**src/rtl/rom_arb_pkg.sv**
```systemverilog
`default_nettype none
// ============================================================================
//  Module      : rom_arb_pkg
//  Description : Shared constants, the in-flight tag type and a small helper
//                for the ROM read arbiter.
//                The ID width is sized for the largest legal requester count
//                (8) so one tag type serves every build of the arbiter.
//  Revision    : 1.0  initial release
// ============================================================================
package rom_arb_pkg;

    localparam int c_NUM_REQ_MAX = 8;
    localparam int c_ID_W        = $clog2(c_NUM_REQ_MAX);

    // One entry of the response-routing pipe: which requester owns the read
    // currently travelling through the ROM, if any.
    typedef struct packed {
        logic              vld;
        logic [c_ID_W-1:0] id;
    } rom_tag_t;

    // Round-robin successor of a granted index, wrapping at num_req-1.
    function automatic logic [c_ID_W-1:0] rr_next(input logic [c_ID_W-1:0] idx,
                                                  input int                num_req);
        logic [c_ID_W-1:0] v_last;
        v_last = c_ID_W'(num_req - 1);
        if (idx == v_last) begin
            return '0;
        end
        return idx + c_ID_W'(1);
    endfunction

endpackage : rom_arb_pkg
`default_nettype wire

```
**src/rtl/rr_grant.sv**
```systemverilog
`default_nettype none
// ============================================================================
//  Module      : rr_grant
//  Description : Combinational round-robin search. Starting at i_ptr and
//                wrapping modulo NUM_REQ, the first asserted request wins.
//  Ports       : i_req_valid  request vector
//                i_ptr        index with highest priority this cycle
//                o_grant      one-hot grant (all zero when nothing requests)
//                o_grant_idx  binary index of the winner
//                o_grant_vld  a winner exists
//  Revision    : 1.0  initial release
// ============================================================================
module rr_grant
    import rom_arb_pkg::*;
#(
    parameter int NUM_REQ = 4
)(
    input  logic [NUM_REQ-1:0] i_req_valid,
    input  logic [c_ID_W-1:0]  i_ptr,
    output logic [NUM_REQ-1:0] o_grant,
    output logic [c_ID_W-1:0]  o_grant_idx,
    output logic               o_grant_vld
);

    // Two passes instead of a rotate: the first looks only at indices at or
    // above the pointer; if nobody there is asking, the second pass picks the
    // lowest asserted index, which is exactly the wrapped continuation.
    always_comb begin
        o_grant     = '0;
        o_grant_idx = '0;
        o_grant_vld = 1'b0;
        for (int i = 0; i < NUM_REQ; i++) begin
            if (!o_grant_vld && i_req_valid[i] && (c_ID_W'(i) >= i_ptr)) begin
                o_grant[i]  = 1'b1;
                o_grant_idx = c_ID_W'(i);
                o_grant_vld = 1'b1;
            end
        end
        for (int i = 0; i < NUM_REQ; i++) begin
            if (!o_grant_vld && i_req_valid[i]) begin
                o_grant[i]  = 1'b1;
                o_grant_idx = c_ID_W'(i);
                o_grant_vld = 1'b1;
            end
        end
    end

endmodule : rr_grant
`default_nettype wire

```
**src/rtl/rom_read_arbiter.sv**
```systemverilog
`default_nettype none
// ============================================================================
//  Module      : rom_read_arbiter
//  Description : Shares one synchronous ROM between NUM_REQ requesters with
//                round-robin arbitration, one grant per clock. Each read is
//                tagged with its requester ID and the data is routed back as
//                a one-hot rsp_valid pulse, in issue order.
//  Ports       : clk, rst         clock, asynchronous active-high reset
//                i_req_valid      per-requester read request
//                i_req_addr       packed addresses, requester i at [i*ADDR_W +: ADDR_W]
//                o_req_ready      one-hot grant (accept = valid && ready)
//                o_rsp_valid      one-hot, single-cycle response pulse
//                o_rsp_data       response data, qualified by o_rsp_valid
//                o_rom_address    registered address to the ROM
//                i_rom_data       ROM read data, ROM_LATENCY edges after address
//  Revision    : 1.0  initial release
// ============================================================================
module rom_read_arbiter
    import rom_arb_pkg::*;
#(
    parameter int NUM_REQ     = 4,
    parameter int ADDR_W      = 8,
    parameter int DATA_W      = 8,
    parameter int ROM_LATENCY = 1
)(
    input  logic                      clk,
    input  logic                      rst,
    input  logic [NUM_REQ-1:0]        i_req_valid,
    input  logic [NUM_REQ*ADDR_W-1:0] i_req_addr,
    output logic [NUM_REQ-1:0]        o_req_ready,
    output logic [NUM_REQ-1:0]        o_rsp_valid,
    output logic [DATA_W-1:0]         o_rsp_data,
    output logic [ADDR_W-1:0]         o_rom_address,
    input  logic [DATA_W-1:0]         i_rom_data
);

    // One stage to register the address, then ROM_LATENCY stages while the
    // ROM produces data; the last stage lines up with valid i_rom_data.
    localparam int c_PIPE_D = ROM_LATENCY + 1;

    logic [c_ID_W-1:0]  r_ptr;
    logic [ADDR_W-1:0]  r_rom_address;
    rom_tag_t           r_pipe [c_PIPE_D];
    logic [NUM_REQ-1:0] r_rsp_valid;
    logic [DATA_W-1:0]  r_rsp_data;

    logic [NUM_REQ-1:0] w_grant;
    logic [c_ID_W-1:0]  w_grant_idx;
    logic               w_grant_vld;
    logic [ADDR_W-1:0]  w_sel_addr;
    rom_tag_t           w_push_tag;
    rom_tag_t           w_rsp_tag;
    logic [NUM_REQ-1:0] w_rsp_onehot;

    // ------------------------------------------------------------------
    // Arbitration
    // ------------------------------------------------------------------
    rr_grant #(
        .NUM_REQ     (NUM_REQ)
    ) u_rr_grant (
        .i_req_valid (i_req_valid),
        .i_ptr       (r_ptr),
        .o_grant     (w_grant),
        .o_grant_idx (w_grant_idx),
        .o_grant_vld (w_grant_vld)
    );

    // Ready is masked while reset is held so no requester believes it was
    // accepted by an edge the reset is overriding.
    assign o_req_ready = rst ? '0 : w_grant;

    // The grant is one-hot, so an AND-OR mux selects the winner's address.
    always_comb begin
        w_sel_addr = '0;
        for (int i = 0; i < NUM_REQ; i++) begin
            if (w_grant[i]) begin
                w_sel_addr = w_sel_addr | i_req_addr[i*ADDR_W +: ADDR_W];
            end
        end
    end

    always_comb begin
        w_push_tag     = '0;
        w_push_tag.vld = w_grant_vld;
        w_push_tag.id  = w_grant_idx;
    end

    // ------------------------------------------------------------------
    // Pointer and ROM address register
    // ------------------------------------------------------------------
    always_ff @(posedge clk or posedge rst) begin
        if (rst) begin
            r_ptr         <= '0;
            r_rom_address <= '0;
        end else if (w_grant_vld) begin
            r_ptr         <= rr_next(w_grant_idx, NUM_REQ);
            r_rom_address <= w_sel_addr;
        end
    end

    assign o_rom_address = r_rom_address;

    // ------------------------------------------------------------------
    // Tag pipe: a bubble tag is pushed on idle cycles so every entry stays
    // aligned with the ROM data it describes.
    // ------------------------------------------------------------------
    always_ff @(posedge clk or posedge rst) begin
        if (rst) begin
            for (int k = 0; k < c_PIPE_D; k++) begin
                r_pipe[k] <= '0;
            end
        end else begin
            r_pipe[0] <= w_push_tag;
            for (int k = 1; k < c_PIPE_D; k++) begin
                r_pipe[k] <= r_pipe[k-1];
            end
        end
    end

    assign w_rsp_tag = r_pipe[c_PIPE_D-1];

    always_comb begin
        w_rsp_onehot = '0;
        for (int i = 0; i < NUM_REQ; i++) begin
            w_rsp_onehot[i] = w_rsp_tag.vld && (w_rsp_tag.id == c_ID_W'(i));
        end
    end

    // ------------------------------------------------------------------
    // Response register: data holds between responses.
    // ------------------------------------------------------------------
    always_ff @(posedge clk or posedge rst) begin
        if (rst) begin
            r_rsp_valid <= '0;
            r_rsp_data  <= '0;
        end else begin
            r_rsp_valid <= w_rsp_onehot;
            if (w_rsp_tag.vld) begin
                r_rsp_data <= i_rom_data;
            end
        end
    end

    assign o_rsp_valid = r_rsp_valid;
    assign o_rsp_data  = r_rsp_data;

`ifndef SYNTHESIS
    a_ready_onehot : assert property (@(posedge clk) disable iff (rst)
        $onehot0(o_req_ready));
    a_rsp_onehot   : assert property (@(posedge clk) disable iff (rst)
        $onehot0(o_rsp_valid));
    a_ready_valid  : assert property (@(posedge clk) disable iff (rst)
        ((o_req_ready & ~i_req_valid) == '0));
`endif

endmodule : rom_read_arbiter
`default_nettype wire

```
**config.mk**
```make
export PLATFORM = sky130hd
export DESIGN_NAME = rom_read_arbiter
export DESIGN_NICKNAME = d
export VERILOG_FILES = /design/src/rtl/rom_arb_pkg.sv /design/src/rtl/rr_grant.sv /design/src/rtl/rom_read_arbiter.sv
export SDC_FILE = /design/constraint.sdc
export NUM_CORES = 1
export LEC_CHECK = 0
export ABC_AREA = 1
export CELL_PAD_IN_SITES_DETAIL_PLACEMENT = 2
export CELL_PAD_IN_SITES_GLOBAL_PLACEMENT = 2
export CORE_MARGIN = 8
export CORE_UTILIZATION = 24
export CTS_CLUSTER_SIZE = 28
export DETAILED_ROUTE_END_ITERATION = 16
export MAX_ROUTING_LAYER = met4
export PLACE_DENSITY_LB_ADDON = 0.1
export REMOVE_ABC_BUFFERS = 1
export SLEW_MARGIN = 20
export SYNTH_ARGS = -nofsm -noshare
export SYNTH_HDL_FRONTEND = slang
export SYNTH_HIERARCHICAL = 1
export SYNTH_SLANG_ARGS = --single-unit
```
**constraint.sdc**
```tcl
create_clock -name clk -period 4.4 [get_ports clk]
set_clock_uncertainty 0.15 [all_clocks]
set_input_delay 0.88 -clock clk [delete_from_list [all_inputs] [get_ports clk]]
set_output_delay 0.88 -clock clk [all_outputs]
set_load 0.02 [all_outputs]
```
==> impl_metrics.json, run 1 <==
{
  "die_h_um": 97.1,
  "clk_pin_slew_worst_paths_ns": 0.06,
  "dpl_worst_slack_ns": 0.438,
  "syn_to_final_growth_pct": 53.2,
  "die-area_um2": 9440,
  "combPwrFrac": 0.451,
  "cp_top_family": "buffers and inverters",
  "outcome": "finished, final reports clean",
  "cap_viol_max_count": 0,
  "yosys.cell_count.top_type": "nand2_1",
  "hpwl_um": 4080,
  "p_int_mw": 0.702,
  "via_per_inst": 4.26,
  "p_seq_frac": 0.365,
  "post-cts-setup-buffer-count": 0,
  "grt_antenna_before_repair": 0,
  "grt.total_usage": 0.114,
  "avgSynthCellArea_um2": 8.36,
  "port_buffers": 69,
  "cp_max_fo": 4,
  "vdd_drop_max_v": 0.000207,
  "cts_tree": "done",
  "wire_per_inst_um": 14.5,
  "synth_area_leader_cell": "dfrtp_1",
  "syn_area_um2": 1580,
  "grt_pass1_vias": 1663,
  "hold_path_class": "flip-flop to flip-flop",
  "drv_slew": 0,
  "crit_slowest_cell": "clkdlybuf4s50_1",
  "critPathLaunchType": "input port",
  "synth_ff_type": "dfrtp_1",
  "core_area_um2": 6350,
  "drive_gt1_frac": 0.110,
  "cts_hold_buf": 0,
  "n_antenna_cell": 0,
  "rsz0062_at_grt": "false",
  "rr_startpoint": "r_ptr[2]",
  "p_leak_nw": 1.17,
  "worst_pin_slew_ns": 0.860,
  "hold_viol_final": 0,
  "cts-root-buf": "clkbuf_8",
  "grt_max_degree": 32,
  "path_cells": "clkdlybuf4s50_1 > inv_2 > nor2_4 > nand2_2 > nand4_1 > o21ai_0 > inv_1 > nor2_1 > clkdlybuf4s50_1",
  "cpMostUsedCell": "clkdlybuf4s50_1",
  "worst_path_largest_cell_delay_ns": 0.63,
  "switching_share": 0.372,
  "startpoint": "i_req_valid[0]",
  "dr.pass1.iters": 3,
  "cp_num_buf_inv": 4,
  "num_io_pins": 70,
  "start_util": 0.249,
  "syn-instance-count": 189,
  "synth_top_area_frac": 0.491,
  "worstPathRequired_ns": 3.37,
  "clk_latency_ns": 0.28,
  "drc_errors": 0,
  "fin_setup_tns_ns": 0,
  "drt-total-wl_um": 4920,
  "fill_cells": 728,
  "power_density_nw_per_um2": 462,
  "synth_seq_cells": 31,
  "path_class": "input port to output port",
  "grt_pass1_wl_um": 8580,
  "synthArstFlopShare": 1.00,
  "clock_path_buffers": 2,
  "drt_first_iter_violations": 27,
  "maxSlewHeadroom": 0.425,
  "htreeDepth": 2,
  "numCtsBuffers": 5,
  "synth-seq-area-share": 0.491,
  "fin_nets": 309,
  "fmax_ghz": 0.256,
  "via_count": 1448,
  "hold_start": "r_pipe[7]",
  "gr-total-overflow": 0,
  "power_mw": 1.12,
  "rows": 29,
  "yosysWarnings": 6,
  "fin_ws_ns": 0.495,
  "gp_congestion": 0.742,
  "synth_cell_types": 21,
  "p_clk_frac": 0.185,
  "die_w_um": 97.1,
  "finalCriticalPeriod_ns": 3.91,
  "period_share": 0.888,
  "ant_nets": 0,
  "crit_path_end_kind": "output port",
  "synth_area_leaders": "dfrtp_1 49%, nand2_1 12%, nor2_1 9.3%, mux2_4 7.6%, inv_1 4.5%",
  "crit_arrival_ns": 2.88,
  "synth-edff-count": 0,
  "cts_resized": 0,
  "p_switching_mw": 0.416,
  "yosys-top-cells-count": "50 x nand2_1, 39 x nor2_1, 31 x dfrtp_1",
  "finalSetupViolCount": 0,
  "clock-sinks": 31
}
## worst reg2reg max path, stage by stage, from the launching register on
cell	delay, ns
dfrtp_1	0.40
nor2_1	0.11
nand2_2	0.12
nand4_1	0.17
nor3_2	0.17
nand3_1	0.63
nand3b_1	0.34
o21ai_0	0.12
## cells by family (layout without fill, tap and decap cells)
logic type / count (synthesis) / after routing / share of synthesized area
adders and majority gates: 1 / 1 / 0.00792
muxes: 8 / 8 / 0.0760
DFF: 31 / 31 / 0.491
and+or+nand+nor: 114 / 114 / 0.313
other: 1 / 1 / 0.00237
buffers and inverters: 28 / 102 / 0.0887
AOI/OAI and AO/OA: 6 / 6 / 0.0214
## routing by layer
layer | share of wire | track usage | routed length, µm
met2 | 0.43 | 0.169 | 2120
met4 | 0.015 | 0.0426 | 73
met3 | 0.080 | 0.0370 | 396
met1 | 0.47 | 0.139 | 2330
met5 | 0 | - | 0
## power groups by stage
stage               registers [mW]  clock network [mW]  logic, mW
global route                 0.422               0.227      0.566
global placement             0.413                   0      0.506
CTS                          0.412               0.219      0.518
detailed placement           0.416                   0      0.516
finish                       0.408               0.206      0.504
floorplan                    0.469                   0      0.206
## cell type report
class | instances | area (µm²) | area share
repair buffers | 74 | 728 | 0.301
inverters | 20 | 75.1 | 0.0310
clock inverters | 1 | 5.00 | 0.00207
multi-input cells | 130 | 664 | 0.274
well taps | 77 | 96.3 | 0.0398
flip-flops and latches | 31 | 776 | 0.320
clock buffers | 7 | 76.3 | 0.0315
## per-stage QoR
stage | area (µm²) | util | std cells | hold WS, ns
finish | 2420 | 0.381 | 340 | 0.197
global route | 2420 | 0.381 | 340 | 0.207
CTS | 2420 | 0.381 | 340 | 0.200
detailed placement | 2340 | 0.368 | 332 | 0.186
global placement | 2340 | 0.368 | 332 | 0.183
floorplan | 1520 | - | 181 | 0.181
## cell usage in the layout (no fill, tap or decap)
| master | count |
|---|---|
| clkdlybuf4s50_1 | 69 |
| nand2_1 | 50 |
| nor2_1 | 39 |
| dfrtp_1 | 31 |
| inv_1 | 19 |
| nand3_1 | 12 |
| mux2_4 | 8 |
| o21ai_0 | 5 |
| clkbuf_8 | 5 |
| buf_4 | 5 |
| nor2_2 | 3 |
| nand3b_1 | 2 |
| clkbuf_1 | 2 |
| nand2_2 | 2 |
| nand3_2 | 2 |
| nand4_1 | 2 |
| ha_1 | 1 |
| clkinv_2 | 1 |
| inv_2 | 1 |
| nor2_4 | 1 |
| nor3_2 | 1 |
| o2111ai_1 | 1 |
| conb_1 | 1 |
## final timing paths
kind                                     to  slack, ns  cells after the start
setup / recovery             o_req_ready[0]       0.49                      9
hold / removal                    r_pipe[3]       0.20                      0
setup reg to reg                   r_ptr[0]       2.05                      7
hold reg to reg                   r_pipe[3]       0.20                      0
max in group asynchronous     o_rsp_data[1]       2.84                      3
min in group asynchronous  o_rom_address[2]       0.97                      3
## sequential cells by signal, indices dropped and copies added, names as in the netlist
register	count
o_rsp_valid	4
o_rsp_data	8
o_rom_address	8
r_pipe	8
r_ptr	3
Note: power is estimated with default switching activity, not from simulation.
==> inputs of run 2 (changes only) <==
--- a/config.mk
+++ b/config.mk
@@ -9,9 +9,10 @@
 export CELL_PAD_IN_SITES_DETAIL_PLACEMENT = 2
 export CELL_PAD_IN_SITES_GLOBAL_PLACEMENT = 2
 export CORE_MARGIN = 8
-export CORE_UTILIZATION = 24
+export CORE_UTILIZATION = 36
 export CTS_CLUSTER_SIZE = 28
 export DETAILED_ROUTE_END_ITERATION = 16
+export DONT_BUFFER_PORTS = 1
 export MAX_ROUTING_LAYER = met4
 export PLACE_DENSITY_LB_ADDON = 0.1
 export REMOVE_ABC_BUFFERS = 1
==> run 2 against run 1 <==
Combinational power fell by 46%. Clock-buffer cell count down 1. Hold slack improved by 0.0016 ns. First-iteration DRC count rose by 67%. Register-to-register slack got worse by 0.10 ns. Worst setup slack improved by 0.62 ns. Largest power group is now sequential cells. Highest routed layer unchanged.
==> impl_metrics.json, run 2 (synthesis results as in run 1) <==
{
  "drc_errors": 0,
  "maxSlewHeadroom": 0.404,
  "num_io_pins": 70,
  "cts_resized": 0,
  "clk_latency_ns": 0.28,
  "fin_nets": 237,
  "period_share": 0.747,
  "p_int_mw": 0.642,
  "hold_viol_final": 0,
  "place_area_um2": 1600,
  "fill_cells": 513,
  "drt-total-wl_um": 4620,
  "grt_antenna_before_repair": 0,
  "crit_arrival_ns": 2.26,
  "gr-total-overflow": 0,
  "via_per_inst": 5.08,
  "core_area_um2": 4290,
  "grt_pass1_vias": 1525,
  "drv_slew": 0,
  "hold_path_class": "flip-flop to flip-flop",
  "cts_tree": "done",
  "post-cts-setup-buffer-count": 0,
  "htreeDepth": 2,
  "layout_commonest_cell": "nand2_1",
  "clock_path_buffers": 2,
  "cap_viol_max_count": 0,
  "path_class": "input port to output port",
  "reg2reg_to": "r_ptr[0]",
  "grt_max_degree": 32,
  "rows": 24,
  "r2r_slack_ns": 1.95,
  "p_leak_nw": 0.907,
  "clk_pin_slew_worst_paths_ns": 0.07,
  "power_density_nw_per_um2": 611,
  "rsz0062_at_grt": "false",
  "path_cells": "inv_1 > nor2_1 > inv_1 > nand4_1 > nor2_1 > nand4_1 > nand2_1 > inv_1 > nor2_1",
  "die-area_um2": 6770,
  "vdd_drop_max_v": 0.000165,
  "outcome": "finished, final reports clean",
  "p_clk_frac": 0.272,
  "drt_first_iter_violations": 45,
  "dr.pass1.iters": 2,
  "p_switching_mw": 0.404,
  "syn_to_final_growth_pct": 8.39,
  "start_util": 0.368,
  "cts_hold_buf": 0,
  "p_seq_frac": 0.467,
  "die_h_um": 82.3,
  "fin_area_um2": 1710,
  "finalSetupViolCount": 0,
  "grt.total_usage": 0.152,
  "rr_startpoint": "r_ptr[2]",
  "die_w_um": 82.3,
  "fin_setup_tns_ns": 0,
  "numCtsBuffers": 5,
  "ant_nets": 0,
  "drive_gt1_frac": 0.152,
  "cts-root-buf": "clkbuf_8",
  "gp_congestion": 0.823,
  "fmax_ghz": 0.304,
  "crit_path_end_kind": "output port",
  "via_count": 1235,
  "cp-endpoint": "o_req_ready[3]",
  "clock-sinks": 31,
  "startpoint": "i_req_valid[3]",
  "seqCellArea_um2": 776,
  "port_buffers": 0,
  "worst_pin_slew_ns": 0.891,
  "worstPathRequired_ns": 3.37,
  "ff2ff_path_depth": 7,
  "combPwrFrac": 0.261,
  "cp_max_fo": 9,
  "multi_input_area_um2": 664,
  "layout_common_cells": "50 x nand2_1, 39 x nor2_1, 31 x dfrtp_1, 18 x inv_1, 12 x nand3_1",
  "n_antenna_cell": 0,
  "worst_path_largest_cell_delay_ns": 0.31,
  "hold_depth": 0,
  "hpwl_um": 3680,
  "wire_per_inst_um": 19.0,
  "grt_pass1_wl_um": 7510,
  "finalCriticalPeriod_ns": 3.29,
  "switching_share": 0.387,
  "critPathLaunchType": "input port",
  "crit_slowest_cell": "nor2_1"
}
run 2: changes by cell type in the layout (fill, tap and decap cells not counted):
cell and change:
inv_1 -1, buf_4 -3, clkbuf_8 +1, clkdlybuf4s50_1 -69
bufinv_16 +1, inv_2 +1, clkbuf_1 -2
run 2: final cells by class:
| type | count | area share |
|---|---|---|
| flip-flops and latches | 31 | 0.453 |
| multi-input cells | 130 | 0.388 |
| clock buffers | 6 | 0.0482 |
| inverters | 20 | 0.0438 |
| well taps | 52 | 0.0380 |
| clock inverters | 2 | 0.0205 |
| repair buffers | 2 | 0.00877 |
run 2: stage by stage:
step           utilization  hold slack [ns]  instances  total power, mW  worst slack (ns)
2_1_floorplan            -            0.181        181            0.674              1.24
3_3_place_gp         0.372            0.183        235            0.748              1.28
3_5_place_dp         0.372            0.186        235            0.775              1.11
4_1_cts              0.399            0.201        243             1.07              1.11
5_1_grt              0.399            0.218        243             1.13             0.976
6_report             0.399            0.199        243             1.05              1.11
run 2: per-layer routing:
layer | routed length [µm] | vias to the layer above | GRT usage | part of all wire
met4 | 95 | 0 | 0.0719 | 0.021
met2 | 2260 | 57 | 0.247 | 0.49
li1 | - | 576 | - | -
met1 | 1810 | 593 | 0.163 | 0.39
met5 | 0 | - | - | 0
met3 | 451 | 9 | 0.0530 | 0.098
run 2: worst min-delay path by stage:
stage	to	slack, ns	startpoint
after floorplan	r_pipe[0]	0.18	r_pipe[4]
final	r_pipe[3]	0.20	r_pipe[7]
after global routing	r_pipe[3]	0.22	r_pipe[7]
after detailed placement	r_pipe[3]	0.19	r_pipe[7]
after CTS	r_pipe[3]	0.20	r_pipe[7]
after global placement	r_pipe[3]	0.18	r_pipe[7]
run 2: critical path: cells and delay by family:
| kind | cells | cell delay (ns) |
|---|---|---|
| AND/OR/NAND/NOR | 6 | 1.13 |
| buffers and inverters | 3 | 0.23 |
run 2: power groups by stage:
stage | clock, mW | sequential (mW) | combinational, mW
2_1_floorplan | 0 | 0.469 | 0.206
3_3_place_gp | 0 | 0.490 | 0.258
3_5_place_dp | 0 | 0.496 | 0.279
4_1_cts | 0.294 | 0.494 | 0.281
5_1_grt | 0.307 | 0.504 | 0.321
6_report | 0.284 | 0.489 | 0.273
